`config.mk`:
```
export PLATFORM = sky130hd
export DESIGN_NAME = multi_edge_detector
export DESIGN_NICKNAME = d
export VERILOG_FILES = /design/src/rtl/edge_pkg.sv /design/src/rtl/edge_chan.sv /design/src/rtl/multi_edge_detector.sv
export SDC_FILE = /design/constraint.sdc
export NUM_CORES = 1
export LEC_CHECK = 0
export ABC_AREA = 1
export BUFFER_PORTS_ARGS = -buffer_cell sky130_fd_sc_hd__buf_2
export CAP_MARGIN = 15
export CORE_MARGIN = 4
export CORE_UTILIZATION = 54
export DETAILED_ROUTE_END_ITERATION = 10
export MAX_ROUTING_LAYER = met4
export PLACE_DENSITY = 0.87
export SLEW_MARGIN = 10
export SYNTH_ARGS = -nofsm -noshare
export SYNTH_HDL_FRONTEND = slang
export SYNTH_HIERARCHICAL = 1
export SYNTH_SLANG_ARGS = --single-unit
```
`constraint.sdc`:
```
create_clock -name clk -period 3.1 [get_ports clk]
set_clock_uncertainty 0.15 [all_clocks]
set_input_delay 0.31 -clock clk [delete_from_list [all_inputs] [get_ports clk]]
set_output_delay 0.31 -clock clk [all_outputs]
set_load 0.02 [all_outputs]
```
`src/rtl/edge_pkg.sv`:
```
// Shared definitions for the multi-channel debounced edge detector.
// Holds the edge-mode encoding and the edge qualification rule used by every channel.
package edge_pkg;

    typedef enum logic [1:0] {
        EDGE_OFF  = 2'b00,
        EDGE_RISE = 2'b01,
        EDGE_FALL = 2'b10,
        EDGE_BOTH = 2'b11
    } edge_mode_e;

    function automatic logic edge_qualifies(input logic [1:0] mode, input logic rising);
        logic hit;
        hit = 1'b0;
        case (edge_mode_e'(mode))
            EDGE_RISE: hit = rising;
            EDGE_FALL: hit = !rising;
            EDGE_BOTH: hit = 1'b1;
            default:   hit = 1'b0;
        endcase
        return hit;
    endfunction

endpackage

```
`src/rtl/edge_chan.sv`:
```
// One debounced switch channel: 2-FF sync, integrating debounce, edge qualify,
// saturating event counter and retriggerable LED stretcher.
module edge_chan
    import edge_pkg::*;
#(
    parameter int DEB_CYCLES     = 4,
    parameter int CNT_W          = 8,
    parameter int STRETCH_CYCLES = 8
) (
    input  logic             clk,
    input  logic             rstb,
    input  logic             sw_in,
    input  logic [1:0]       mode,
    input  logic             clr,
    output logic             level,
    output logic             edge_pulse,
    output logic             led,
    output logic [CNT_W-1:0] evt_cnt
);

    localparam int DEB_W = $clog2(DEB_CYCLES + 1);
    localparam logic [DEB_W-1:0] DEB_LAST = DEB_W'(DEB_CYCLES - 1);
    localparam logic [CNT_W-1:0] CNT_MAX  = '1;

    logic             s1;
    logic             s2;
    logic [DEB_W-1:0] deb_cnt;
    logic             accept;
    logic             pulse_d;

    // A new synced level is accepted on the DEB_CYCLES-th consecutive differing sample.
    assign accept  = (s2 != level) && (deb_cnt == DEB_LAST);
    assign pulse_d = accept && edge_qualifies(mode, s2);

    always_ff @(posedge clk or negedge rstb) begin
        if (!rstb) begin
            s1         <= 1'b0;
            s2         <= 1'b0;
            level      <= 1'b0;
            deb_cnt    <= '0;
            edge_pulse <= 1'b0;
        end else begin
            s1         <= sw_in;
            s2         <= s1;
            edge_pulse <= pulse_d;
            if (s2 == level) begin
                deb_cnt <= '0;
            end else if (accept) begin
                level   <= s2;
                deb_cnt <= '0;
            end else begin
                deb_cnt <= deb_cnt + 1'b1;
            end
        end
    end

    always_ff @(posedge clk or negedge rstb) begin
        if (!rstb) begin
            evt_cnt <= '0;
        end else if (clr) begin
            evt_cnt <= '0;
        end else if (edge_pulse && (evt_cnt != CNT_MAX)) begin
            evt_cnt <= evt_cnt + 1'b1;
        end
    end

    generate
        if (STRETCH_CYCLES == 0) begin : g_no_stretch
            assign led = edge_pulse;
        end else begin : g_stretch
            localparam int STR_W = $clog2(STRETCH_CYCLES + 1);
            logic [STR_W-1:0] str_cnt;
            logic [STR_W-1:0] str_next;

            // Reload alongside the pulse register so led lights in the pulse cycle itself.
            always_comb begin
                str_next = str_cnt;
                if (pulse_d) begin
                    str_next = STR_W'(STRETCH_CYCLES);
                end else if (str_cnt != '0) begin
                    str_next = str_cnt - 1'b1;
                end
            end

            always_ff @(posedge clk or negedge rstb) begin
                if (!rstb) begin
                    str_cnt <= '0;
                    led     <= 1'b0;
                end else begin
                    str_cnt <= str_next;
                    led     <= (str_next != '0);
                end
            end
        end
    endgenerate

endmodule

```
`src/rtl/multi_edge_detector.sv`:
```
// N-channel debounced edge detector for push switches and slow GPIO.
// Each channel is an independent edge_chan; any_edge flags an event on any channel.
module multi_edge_detector
    import edge_pkg::*;
#(
    parameter int N_CH           = 2,
    parameter int DEB_CYCLES     = 4,
    parameter int CNT_W          = 8,
    parameter int STRETCH_CYCLES = 8
) (
    input  logic                  clk,
    input  logic                  rstb,
    input  logic [N_CH-1:0]       sw_in,
    input  logic [2*N_CH-1:0]     mode,
    input  logic                  clr,
    output logic [N_CH-1:0]       level,
    output logic [N_CH-1:0]       edge_pulse,
    output logic [N_CH-1:0]       led,
    output logic [CNT_W*N_CH-1:0] evt_cnt,
    output logic                  any_edge
);

    for (genvar i = 0; i < N_CH; i++) begin : g_chan
        edge_chan #(
            .DEB_CYCLES     (DEB_CYCLES),
            .CNT_W          (CNT_W),
            .STRETCH_CYCLES (STRETCH_CYCLES)
        ) u_chan (
            .clk        (clk),
            .rstb       (rstb),
            .sw_in      (sw_in[i]),
            .mode       (mode[2*i +: 2]),
            .clr        (clr),
            .level      (level[i]),
            .edge_pulse (edge_pulse[i]),
            .led        (led[i]),
            .evt_cnt    (evt_cnt[CNT_W*i +: CNT_W])
        );
    end

    assign any_edge = |edge_pulse;

endmodule

```
==> reports/results.env <==
SETUP_VIOL_COUNT_FINAL=0
FP.DIEW_UM=70.5
CRIT-REG2REG-LAUNCH='g_chan[0].u_chan/evt_cnt[0]'
MAX_CAP_VIOL_COUNT=0
CRITICAL_PATH_PEAK_FANOUT=4
VIOLATIONS='hold timing'
ROWS=22
DETAIL_ROUTE.DRC_VIOLATIONS=0
VDD_DROP_MAX_mV=0.411
POWER.COMBINATIONAL.FRACTION=0.339
POST_SYNTH_INSTANCE_AREA_MM2=0.00211
ANTENNA_FOUND_INITIAL=0
POWER.SWITCHING_FRACTION=0.369
FINALSETUPTNS_PS=0
YOSYS_WARNINGS=6
POWER.DENSITY_CELL_AREA_mW_PER_MM2=627
POST_CTS_BUFFERS=0
WORST-SLEW-PIN-TRANSITION_PS=875
TOTAL_DIE_AREA_MM2=0.00497
GRT_PASS1_VIAS=1838
LEAKAGE_POWER_FIGURE_uW=0.00131
HOLDWS_PS=-22.9
CLOCK_TREE.HTREE_LEVEL_COUNT=2
MOST-COMMON-LAYOUT-CELLS='81 x sky130_fd_sc_hd__nand2_1, 46 x sky130_fd_sc_hd__inv_1, 40 x sky130_fd_sc_hd__dfrtp_1'
TRACK_USAGE=0.198
FILLERS=308
FMAX_MHz=632
NET-SWITCHING-POWER_uW=560
SUM_OF_OVERFLOW_ACROSS_ALL_LAYERS_AFTER_GLOBAL_ROUTING=0
NETLIST-CELL-TYPE-COUNT=19
CTS.REPORTEDPATHS.CLKPINSLEW_PS=70
CRIT_TYPE='flip-flop to flip-flop'
CLOCK_SINKS=40
NUMPORTBUFFERS=31
FINAL.MIN_CLOCK_PERIOD_PS=1580
CLKPWRFRAC=0.213
SYNTH.LARGEST_AREA_CELL='sky130_fd_sc_hd__dfrtp_1'
CLOCK_TREE_FROM_TRITONCTS='built'
AVGROUTEDWIREPERCELL_UM=11.4
FINALNETCOUNT=332
POST_CTS.RESIZED_INSTANCES=0
LARGEST_NET_DEGREE_AT_THE_START_OF_GLOBAL_ROUTING=41
CTS_MADE_BUFFERS=5
TIMING.FINAL.CRIT_SHARE=0.510
CTSROOTBUFFERMASTER='sky130_fd_sc_hd__clkbuf_8'
GRT_PASS1_WL_MM=7.48
MAPPEDNETLISTNETS=292
START_UTIL=0.568
TOTAL_POWER_uW=1520
UNREPAIRED_SETUP_ENDPOINTS_AFTER_GLOBAL_ROUTING='no'
DRTPASS1ITERATIONS=4
LAYOUT-AREA-OVERHEAD-VS-SYNTH_PCT=14.8
CP_LAUNCH_POINT='g_chan[0].u_chan/evt_cnt[0]'
FINAL_ANTENNA_NET_COUNT=0
CLOCK_PATH_BUFFERS=2
WORST_HOLD_PATH_TYPE='input port to async pin'
ROUTE.DETAILED.VIAS_PER_INST=4.99
DETAIL_ROUTE.WIRELENGTH_MM=4.16
GP_ROUTABILITY_CONGESTION=0.835
DP_HPWL_MM=3.03
CP.REQUIRED_PS=3170
ROUTE.VIAS.TOTAL=1823
CELL_INTERNAL_PWR_uW=960
POST_SYNTHESIS_INSTANCE_TOTAL=277
IO-PIN-COUNT=32
R2R_SLACK_PS=1520
DRIVE_ABOVE_1_SHARE=0.180
FINAL_MAX_SLEW_VIOL_COUNT=0
MAX_SLEW_MARGIN=0.417
SEQ_AREA_FRAC_SYNTH=0.474
LAYOUT_COMMONEST_CELL='sky130_fd_sc_hd__nand2_1'
SYNTH_TOP_CELLS_BY_AREA='sky130_fd_sc_hd__dfrtp_1 47%, sky130_fd_sc_hd__nand2_1 14%, sky130_fd_sc_hd__inv_1 8.2%'
CORE_MM2=0.00372
PART_OF_THE_POWER_IN_REGISTERS=0.448
WORST-ENDPOINT-ARRIVAL_PS=1650
DETAILEDROUTE.FIRSTITERATIONVIOLATIONS=135
POSTSYNTHREGISTERBITS=40
END_KIND='flip-flop'
HOLD_VIOL_FINAL=33
RESULT_OF_THE_RUN='finished with violations'
NETLIST.AREA_LEADER.SHARE=0.474
N_ANTENNA_CELL=0
CHIPHEIGHT_UM=70.5
WORSTSETUPSTARTPOINTTYPE='flip-flop'
CLOCK_INSERTION_DELAY_WORST_SKEW_PS=290
POSTSYNTHAREAPERCELL_UM2=7.62
[metal layers]
layer / wire length, um / global-route usage / vias to the layer above
met4: 74 / 0.106 / 0
met3: 217 / 0.0633 / 10
met2: 2030 / 0.325 / 47
met1: 1830 / 0.210 / 845
li1: - / - / 921
met5: 0 / - / -
[synthesized netlist by cell type]
library cell	count
sky130_fd_sc_hd__inv_1	46
sky130_fd_sc_hd__nand3_1	26
sky130_fd_sc_hd__and2_1	2
sky130_fd_sc_hd__nand4_1	4
sky130_fd_sc_hd__nand2_1	81
sky130_fd_sc_hd__ha_1	6
sky130_fd_sc_hd__dfrtp_1	40
sky130_fd_sc_hd__nand2_4	2
sky130_fd_sc_hd__nor2_1	32
sky130_fd_sc_hd__o21ai_0	8
sky130_fd_sc_hd__a21oi_1	2
sky130_fd_sc_hd__xor2_1	4
sky130_fd_sc_hd__nand2_2	6
sky130_fd_sc_hd__clkinv_4	2
sky130_fd_sc_hd__nor2_2	4
sky130_fd_sc_hd__o21ai_1	4
sky130_fd_sc_hd__nor2_4	4
sky130_fd_sc_hd__nor3_1	2
sky130_fd_sc_hd__inv_2	2
[registers in the layout, indices dropped and copies added (netlist names)]
name	flops
g_chan.u_chan/g_stretch.str_cnt	8
g_chan.u_chan/led	2
g_chan.u_chan/evt_cnt	16
g_chan.u_chan/level	2
g_chan.u_chan/s2	2
g_chan.u_chan/edge_pulse	2
g_chan.u_chan/deb_cnt	6
g_chan.u_chan/s1	2
[cells by family (layout without fill, tap and decap cells)]
| kind of cell | after synthesis | count (layout) | share of synthesized area |
|---|---|---|---|
| simple gates | 163 | 163 | 0.347 |
| buf+inv | 50 | 90 | 0.0937 |
| flops | 40 | 40 | 0.474 |
| compound gates | 14 | 14 | 0.0332 |
| fa+ha+maj | 6 | 6 | 0.0356 |
| xor+xnor | 4 | 4 | 0.0166 |
[final timing paths]
check	depth (start not counted)	to
min in group clk	5	g_chan[0].u_chan/edge_pulse
min reg2reg	0	g_chan[1].u_chan/s2
max reg2reg	6	g_chan[0].u_chan/evt_cnt[0]
min	1	g_chan[1].u_chan/evt_cnt[3]
max	6	g_chan[0].u_chan/evt_cnt[0]
max in group asynchronous	1	g_chan[1].u_chan/led
[metrics by stage]
step | utilization | instance area (um2) | std cells | hold WS [ps] | setup slack (ps)
after floorplan | - | 2110 | 277 | -136 | 1600
after global placement | 0.626 | 2330 | 356 | 184 | 1560
after detailed placement | 0.626 | 2330 | 356 | 189 | 1530
after CTS | 0.652 | 2420 | 365 | 7.78 | 1500
after global routing | 0.652 | 2420 | 365 | 52.1 | 1360
final | 0.652 | 2420 | 365 | -22.9 | 1520
[layout make-up]
class | count | area (um2) | share of cell area
clock buffer | 6 | 72.6 | 0.0299
clock inverter | 1 | 5.00 | 0.00207
inverter | 50 | 198 | 0.0816
multi-input combinational | 187 | 912 | 0.376
sequential | 40 | 1000 | 0.413
tap | 48 | 60.1 | 0.0248
timing repair buffer | 33 | 175 | 0.0723
[worst max-delay path: stages (launching register included)]
cell and delay [ps]:
sky130_fd_sc_hd__dfrtp_1 430, sky130_fd_sc_hd__ha_1 250, sky130_fd_sc_hd__nand2_2 110, sky130_fd_sc_hd__nor2_4 50, sky130_fd_sc_hd__a21oi_1 300, sky130_fd_sc_hd__nand3_1 110, sky130_fd_sc_hd__o21ai_1 100
[power by group through the flow]
| stage | clock network, uW | registers (uW) | logic [uW] |
|---|---|---|---|
| after floorplan | 0 | 704 | 374 |
| after global placement | 0 | 687 | 496 |
| after detailed placement | 0 | 689 | 520 |
| after CTS | 339 | 681 | 522 |
| after global routing | 364 | 695 | 610 |
| final | 324 | 681 | 516 |
[what timing repair did]
| action | CTS | global route |
|---|---|---|
| hold buffers | 2 | 0 |
| setup endpoints to repair | 0 | 0 |
| endpoints found under the hold margin | 2 | 0 |
No activity file was read; power rests on OpenSTA's default activity.
